[config.mk]
export PLATFORM = sky130hd
export DESIGN_NAME = square_wave_envelope_gate
export DESIGN_NICKNAME = d
export VERILOG_FILES = /design/src/rtl/square_wave_envelope_gate.sv
export SDC_FILE = /design/constraint.sdc
export NUM_CORES = 1
export LEC_CHECK = 0
export BUFFER_PORTS_ARGS = -buffer_cell sky130_fd_sc_hd__buf_2
export CAP_MARGIN = 25
export CORE_MARGIN = 1
export CORE_UTILIZATION = 66
export DETAILED_ROUTE_END_ITERATION = 10
export PLACE_DENSITY = 0.83
export SETUP_SLACK_MARGIN = 0.3
export SLEW_MARGIN = 10
export SYNTH_ARGS = -nofsm -noshare
export SYNTH_HDL_FRONTEND = slang
export SYNTH_SLANG_ARGS = --single-unit
[constraint.sdc]
create_clock -name clk -period 14.05 [get_ports clk]
set_clock_uncertainty 0.2 [all_clocks]
set_input_delay 0 -clock clk [delete_from_list [all_inputs] [get_ports clk]]
set_output_delay 0 -clock clk [all_outputs]
set_load 0.02 [all_outputs]
[src/rtl/square_wave_envelope_gate.sv]
// Transistor-gate / RC envelope applied to the square-wave oscillator output.
// Optional: ENV_GATE_RETRIGGER_EN lets trigger restart the attack while decaying.
package square_wave_envelope_gate_pkg;
  // Q0.16 RC step coefficient 65536*(1-exp(-1/(sr*tau))), clamped to 1..65535
  function automatic int calc_k(input int sr, input real tau);
    real x;
    real term;
    real sum;
    int  k;
    x = 1.0 / (real'(sr) * tau);
    if (x > 12.0) return 65535;
    term = x;
    sum  = 0.0;
    for (int n = 1; n <= 80; n++) begin
      sum  = sum + term;
      term = -term * x / real'(n + 1);
    end
    k = $rtoi(65536.0 * sum);
    if (k < 1) k = 1;
    else if (k > 65535) k = 65535;
    return k;
  endfunction
endpackage

module square_wave_envelope_gate #(
  parameter int  SIGNAL_FRACTION_WIDTH = 14,
  parameter int  SAMPLE_RATE           = 48000,
  parameter real ATTACK_TAU            = 0.001,
  parameter real DECAY_TAU             = 0.05,
  parameter int  ATTACK_K              = square_wave_envelope_gate_pkg::calc_k(SAMPLE_RATE, ATTACK_TAU),
  parameter int  DECAY_K               = square_wave_envelope_gate_pkg::calc_k(SAMPLE_RATE, DECAY_TAU),
  parameter int  SUSTAIN_MARGIN        = 64,
  parameter int  DECAY_FLOOR           = 16,
  localparam int W                     = SIGNAL_FRACTION_WIDTH + 2
) (
  input  logic                clk,
  input  logic                I_RST,
  input  logic                audio_clk_en,
  input  logic                trigger,
  input  logic signed [W-1:0] in,
  output logic signed [W-1:0] out,
  output logic [15:0]         env,
  output logic [1:0]          state,
  output logic                active
);
  localparam logic [15:0] ENV_MAX = 16'd32768;
  localparam logic [15:0] MARGIN  = 16'(SUSTAIN_MARGIN);
  localparam logic [15:0] FLOOR   = 16'(DECAY_FLOOR);
  localparam logic [15:0] AK      = 16'(ATTACK_K);
  localparam logic [15:0] DK      = 16'(DECAY_K);

  typedef enum logic [1:0] {IDLE = 2'b00, ATTACK = 2'b01, SUSTAIN = 2'b10, DECAY = 2'b11} state_t;

  state_t              st, st_nxt;
  logic [15:0]         env_q, env_nxt;
  logic signed [W-1:0] out_q;

  logic [15:0] att_d, att_step, env_att, dec_step, env_dec;
  logic [31:0] att_prod, dec_prod;
  logic [16:0] att_sum;
  logic signed [W+16:0] mix_prod;

  // One RC step toward ENV_MAX and toward 0; minimum step of 1 keeps both converging
  always_comb begin
    att_d    = ENV_MAX - env_q;
    att_prod = att_d * AK;
    att_step = att_prod[31:16];
    if (att_step == 16'd0 && att_d != 16'd0) att_step = 16'd1;
    att_sum  = {1'b0, env_q} + {1'b0, att_step};
    env_att  = (att_sum > {1'b0, ENV_MAX}) ? ENV_MAX : att_sum[15:0];

    dec_prod = env_q * DK;
    dec_step = dec_prod[31:16];
    if (dec_step == 16'd0 && env_q != 16'd0) dec_step = 16'd1;
    env_dec  = (dec_step > env_q) ? 16'd0 : env_q - dec_step;
  end

  // Gain uses the envelope from before this strobe's update
  assign mix_prod = in * $signed({1'b0, env_q});

  always_comb begin
    st_nxt  = st;
    env_nxt = env_q;
    case (st)
      IDLE: begin
        env_nxt = 16'd0;
        if (trigger) begin
          st_nxt  = ATTACK;
          env_nxt = env_att;
        end
      end
      ATTACK: begin
        if (!trigger) begin
          st_nxt  = DECAY;
          env_nxt = env_dec;
        end else if ((ENV_MAX - env_att) <= MARGIN) begin
          st_nxt  = SUSTAIN;
          env_nxt = ENV_MAX;
        end else begin
          env_nxt = env_att;
        end
      end
      SUSTAIN: begin
        env_nxt = ENV_MAX;
        if (!trigger) begin
          st_nxt  = DECAY;
          env_nxt = env_dec;
        end
      end
      DECAY: begin
`ifdef ENV_GATE_RETRIGGER_EN
        if (trigger) begin
          st_nxt  = ATTACK;
          env_nxt = env_att;
        end else
`endif
        if (env_dec <= FLOOR) begin
          st_nxt  = IDLE;
          env_nxt = 16'd0;
        end else begin
          env_nxt = env_dec;
        end
      end
      default: begin
        st_nxt  = IDLE;
        env_nxt = 16'd0;
      end
    endcase
  end

  always_ff @(posedge clk) begin
    if (I_RST) begin
      st    <= IDLE;
      env_q <= 16'd0;
      out_q <= '0;
    end else if (audio_clk_en) begin
      st    <= st_nxt;
      env_q <= env_nxt;
      out_q <= mix_prod[W+14:15];
    end
  end

  assign out    = out_q;
  assign env    = env_q;
  assign state  = st;
  assign active = (st != IDLE);
endmodule

# == Word level (Yosys, flattened, before mapping) ==
# Index checks and enable logic that the tools add are counted.
# word_totals
ff_bits,34
latch_bits,0
ram_bits,0
romBits,0
in_bits,20
output_inout_bits,35
word_cells,46
n_memories,0
# op_classes
n_addsub,4
mul,3
div,0
order_cmp,4
eq_ne,7
shifts,0
mux,16
n_bitwise,0
n_reduce_logical,9
# op_table
operator,n
2-to-1 mux 16 bit,7
case mux 16 bit (4 select lines),1
nonzero test 16 bit,2
"subtractor 16 bit, first input constant",2
multiplier 16 x 17 -> 31 bit,1
"multiplier 16 x 11 -> 27 bit, second input constant",1
"multiplier 16 x 5 -> 21 bit, second input constant",1
adder 16 x 16 -> 17 bit,1
"> comparator 17 x 16 -> 1 bit, second input constant",1
> comparator 16 bit,1
"less-or-equal comparator 16 x 5 -> 1 bit, second input constant",1
"less-or-equal comparator 16 x 7 -> 1 bit, second input constant",1
subtractor 16 bit,1
zero test 11 bit,1
2-to-1 mux 11 bit,1
2-to-1 mux 2 bit,5
case mux 2 bit (4 select lines),1
"!= test 2 bit, second input constant",3
zero test 5 bit,1
2-to-1 mux 5 bit,1
AND reduction 5 bit,1
"== test 2 bit, second input constant",2
"!= test 3 bit, second input constant",1
"== test 2 x 1 -> 1 bit, second input constant",1
3 further kinds,4

# == Logic depth before layout (Yosys ltp) ==
# logic_depth
word_depth,13
mapped_depth,39
ltp_nobuf,35

# == Worst setup path before layout ==
# Ideal clock, no wire load.
# synth_timing
path_kind,reg2reg
start,"register env_q[2], in the netlist env[2]"
end,"register env_q[12], in the netlist env[12]"
setup_time_ns,0.133
arrival_time_ns,9.606
required_ns,13.717
setup_slack_ns,4.111
stages_incl_launch_ff,40
path_buffers,4
period_less_slack_ns,9.939
cell_sequence,dfxtp_1 clkbuf_1 clkbuf_1 inv_1 ha_1 nor2b_1 nand2_1 xnor2_1 inv_1 ha_1 inv_1 fa_1 fa_1 fa_1 inv_1 fa_1 ha_1 nand2_1 [... 4 more ...] xor2_1 or4b_1 or4_1 o41ai_2 ha_1 inv_1 fa_1 nand2b_1 a21oi_1 o21ai_0 a2111oi_0 a2111oi_2 and3_1 buf_6 or2b_2 buf_6 a22oi_1 o221ai_1
# synth_between
elab_chain_len,13
elab_cells_between_ends,26
cone_classes,add/sub: 4; mul: 2; order compare: 4; mux: 10; reduce/logical: 6
# synth_rtl
element,line_no,text
"start, declared",55,"logic [15:0] env_q, env_nxt;"
"start signal, assigned",138,env_q <= env_nxt;
subtractor 16 bit,65,att_d = ENV_MAX - env_q;
multiplier 16 x 11 -> 27 bit,66,att_prod = att_d * AK;
zero test 11 bit,68,if (att_step == 16'd0 && att_d != 16'd0) att_step = 16'd1;
logical AND 1 bit,68,
2-to-1 mux 11 bit,68,
adder 16 x 16 -> 17 bit,69,"att_sum = {1'b0, env_q} + {1'b0, att_step};"
> comparator 17 x 16 -> 1 bit,70,"env_att = (att_sum > {1'b0, ENV_MAX}) ? ENV_MAX : att_sum[15:0];"
2-to-1 mux 16 bit,70,
subtractor 16 bit,96,end else if ((ENV_MAX - env_att) <= MARGIN) begin
less-or-equal comparator 16 x 7 -> 1 bit,96,
2-to-1 mux 16 bit,96,
2-to-1 mux 16 bit,93,if (!trigger) begin
case mux 16 bit (4 select lines) (*),84,case (st)
# Every way passes the cells marked *; elsewhere a longest branch is shown, timed or not.
# A chain may end at the register's enable or synchronous reset.

# == Final worst setup path ==
# layout_timing
start,"register env_q[1], in the netlist env[1]"
end,"register env_q[12], in the netlist env[12]"
# Same word-level chain as after synthesis.

==> results.sh <==
export IMPL_seq_area_frac_synth=0.0411
export IMPL_hp_start="audio_clk_en"
export IMPL_fin_nets=2536
export IMPL_clkTransAtPathRegs_ps=60
export IMPL_synth_nets=2523
export IMPL_hold_path_class="in2reg"
export IMPL_clock_latency_ps=290
export IMPL_synth_edf_count=0
export IMPL_gr_usage_met3=0.0467
export IMPL_cap_violations=0
export IMPL_min_path_cells=3
export IMPL_ys_warn_count=0
export IMPL_grt_antenna_before_repair=0
export IMPL_gp_congestion=0.951
export IMPL_arrival_ps=10650
export IMPL_dp_hpwl_mm=33.9
export IMPL_antenna_left=0
export IMPL_finalHoldViolations=0
export IMPL_finalSetupViolCount=0
export IMPL_r2r_start="env[1]$_SDFFE_PP0P_"
export IMPL_status="complete, no violations"
export IMPL_synth_top_area_cell="fa_1"
export IMPL_fin_crit_sh=0.761
export IMPL_grt_max_degree=39
export IMPL_tightest_slew_ps=1060
export IMPL_r2r_slack_ps=3360
export IMPL_synthCells=1951
export IMPL_drcViolationCount=0
export IMPL_relSlewSlack=0.289
export IMPL_pin_count=55
export IMPL_vias=13700
export IMPL_crit_path_max_fanout=10
export IMPL_synth_area_leaders="fa_1 (32%), ha_1 (22%), inv_1 (10%)"
export IMPL_hold_worst_slack_ps=155
export IMPL_placed_area_sq_um=17100
export IMPL_layout_area_overhead_vs_synth_pct=4.48
export IMPL_crit_path_start_kind="register"
export IMPL_crit_required_ps=14000
export IMPL_port_buffers=54
export IMPL_wl_per_cell_um=18.8
export IMPL_drt_first_pass_iters=5
export IMPL_syn_cell_area_sq_um=16600
export IMPL_cts_inserted_buffers=5
export IMPL_die_w_um=160
export IMPL_busiest_layer="met2"
export IMPL_rows=57
export IMPL_met2_usage=0.592
export IMPL_async_reset_ff_frac=0
export IMPL_drt_iter0_drc=1104
export IMPL_grt_total_usage=0.347
export IMPL_max_freq_ghz=0.0935
export IMPL_dieArea_sq_um=25700
export IMPL_grt_pass1_vias=14300
export IMPL_ys_flop_type="dfxtp_1"
export IMPL_place_ws_ps=3450
export IMPL_end_kind="register"
export IMPL_avgSynthCellArea_sq_um=8.49
export IMPL_ctsResizeCount=0
export IMPL_core_area_sq_um=24500
export IMPL_fin_area_sq_um=17300
export IMPL_final_min_clock_period_ps=10690
export IMPL_drive_above_1_share=0.0499
export IMPL_grt_setup_unrepaired="no"
export IMPL_clock_sinks=34
export IMPL_r2r_cells=35
export IMPL_finalSetupTns_ps=0
export IMPL_grt_overflow_total=0
export IMPL_setup_slack_ps=3360
export IMPL_grt_pass1_wl_mm=70.8
export IMPL_cts_root_buffer="clkbuf_16"
export IMPL_cts_tree="yes"
export IMPL_slowest_delay_ps=660
export IMPL_hold_end="out[12]$_SDFFE_PP0P_"
export IMPL_initial_utilization=0.677
export IMPL_final_max_slew_violation_count=0
export IMPL_cp_slowest_cell="a2111oi_0"
export IMPL_clk_path_buf_depth=2
export IMPL_critical_path_class="reg2reg"
export IMPL_finalWirelength_mm=42.9
export IMPL_synth_top_area_share=0.317
export IMPL_vias_per_cell=5.98
export IMPL_ys_types=83
export IMPL_grtUsageMet1=0.447
export IMPL_antenna_cells=0
export IMPL_htreeDepth=2
export IMPL_die_h_um=160
export IMPL_reg2reg_to="env[12]$_SDFFE_PP0P_"
export IMPL_ys_ff_latch=34
[cell usage in the layout, fill, tap and decap left out, types with 9 or more instances in the layout]
| master | synthesis | routed |
|---|---|---|
| inv_1 | 442 | 442 |
| ha_1 | 290 | 290 |
| fa_1 | 262 | 262 |
| nand2_1 | 224 | 224 |
| and2_1 | 93 | 93 |
| nor2_1 | 60 | 60 |
| a21oi_1 | 54 | 54 |
| buf_2 | 1 | 54 |
| xnor2_1 | 47 | 47 |
| o21ai_0 | 47 | 47 |
| nand3_1 | 34 | 34 |
| dfxtp_1 | 34 | 34 |
| a21o_1 | 26 | 26 |
| xor2_1 | 23 | 23 |
| buf_4 | 0 | 17 |
| a31oi_1 | 16 | 16 |
| o21a_1 | 14 | 14 |
| nand4_1 | 14 | 14 |
| nor2b_1 | 13 | 13 |
| nor3_1 | 12 | 12 |
| a221oi_1 | 10 | 10 |
| and3_1 | 9 | 9 |
| o31ai_1 | 9 | 9 |
[layer usage]
layer	vias to the layer above	wire, um
met5	-	0
met4	0	1580
met3	131	3180
met2	570	21000
met1	6756	17200
li1	6224	-
[cell families (layout without fill, tap and decap cells)]
| logic type | count (synthesis) | in the layout | share of synthesized area |
|---|---|---|---|
| compound gates | 259 | 259 | 0.109 |
| xor+xnor | 71 | 71 | 0.0384 |
| fa+ha+maj | 552 | 552 | 0.536 |
| buf+inv | 510 | 524 | 0.117 |
| flops | 34 | 34 | 0.0411 |
| mux | 9 | 9 | 0.00552 |
| simple gates | 516 | 516 | 0.153 |
[registers in the layout (all words and copies together) (netlist names)]
name	count
env	16
out	16
state	2
[cells in the mapped netlist, types with 23 or more instances]
cell type  number
a21o_1         26
a21oi_1        54
and2_1         93
clkbuf_1       57
dfxtp_1        34
fa_1          262
ha_1          290
inv_1         442
nand2_1       224
nand3_1        34
nor2_1         60
o21ai_0        47
xnor2_1        47
xor2_1         23
[how the worst max path moves through the flow]
stage | startpoint | end | slack, ps | cells after the start
finish | env[1]$_SDFFE_PP0P_ | env[12]$_SDFFE_PP0P_ | 3360 | 35
CTS | env[1]$_SDFFE_PP0P_ | env[12]$_SDFFE_PP0P_ | 3440 | 35
global route | env[1]$_SDFFE_PP0P_ | env[10]$_SDFFE_PP0P_ | 2590 | 33
global placement | env[0]$_SDFFE_PP0P_ | env[12]$_SDFFE_PP0P_ | 3830 | 33
floorplan | env[2]$_SDFFE_PP0P_ | env[12]$_SDFFE_PP0P_ | 4110 | 39
detailed placement | env[1]$_SDFFE_PP0P_ | env[12]$_SDFFE_PP0P_ | 3450 | 35
[final cells by class]
cell class / count / area, sq um
multi-input combinational: 1407 / 13900
fill: 1913 / 7160
inverter: 443 / 1660
sequential: 34 / 681
timing repair buffer: 73 / 418
tap: 324 / 405
clock buffer: 5 / 125
clock inverter: 3 / 68.8
[repair_timing]
item / CTS / global route
hold endpoints to repair: 4 / 0
endpoints found under the setup margin: 0 / 0
buffers inserted: 0 / 0
hold buffers: 2 / 0
[through the flow]
stage,std cells,utilization
2_1_floorplan,1951,-
3_3_place_gp,2279,0.698
3_5_place_dp,2279,0.698
4_1_cts,2289,0.707
5_1_grt,2289,0.707
6_report,2289,0.707
[critical path: cells and delay by family, from the launching register on]
family | cells | cell delay (ps)
simple gates | 8 | 2700
fa+ha+maj | 9 | 3470
flops | 1 | 310
compound gates | 11 | 2800
xor+xnor | 2 | 440
buf+inv | 5 | 610
Power is left out: the tool's default activity adds up to more than one toggle a clock period on the data nets, which glitch-free logic cannot reach.
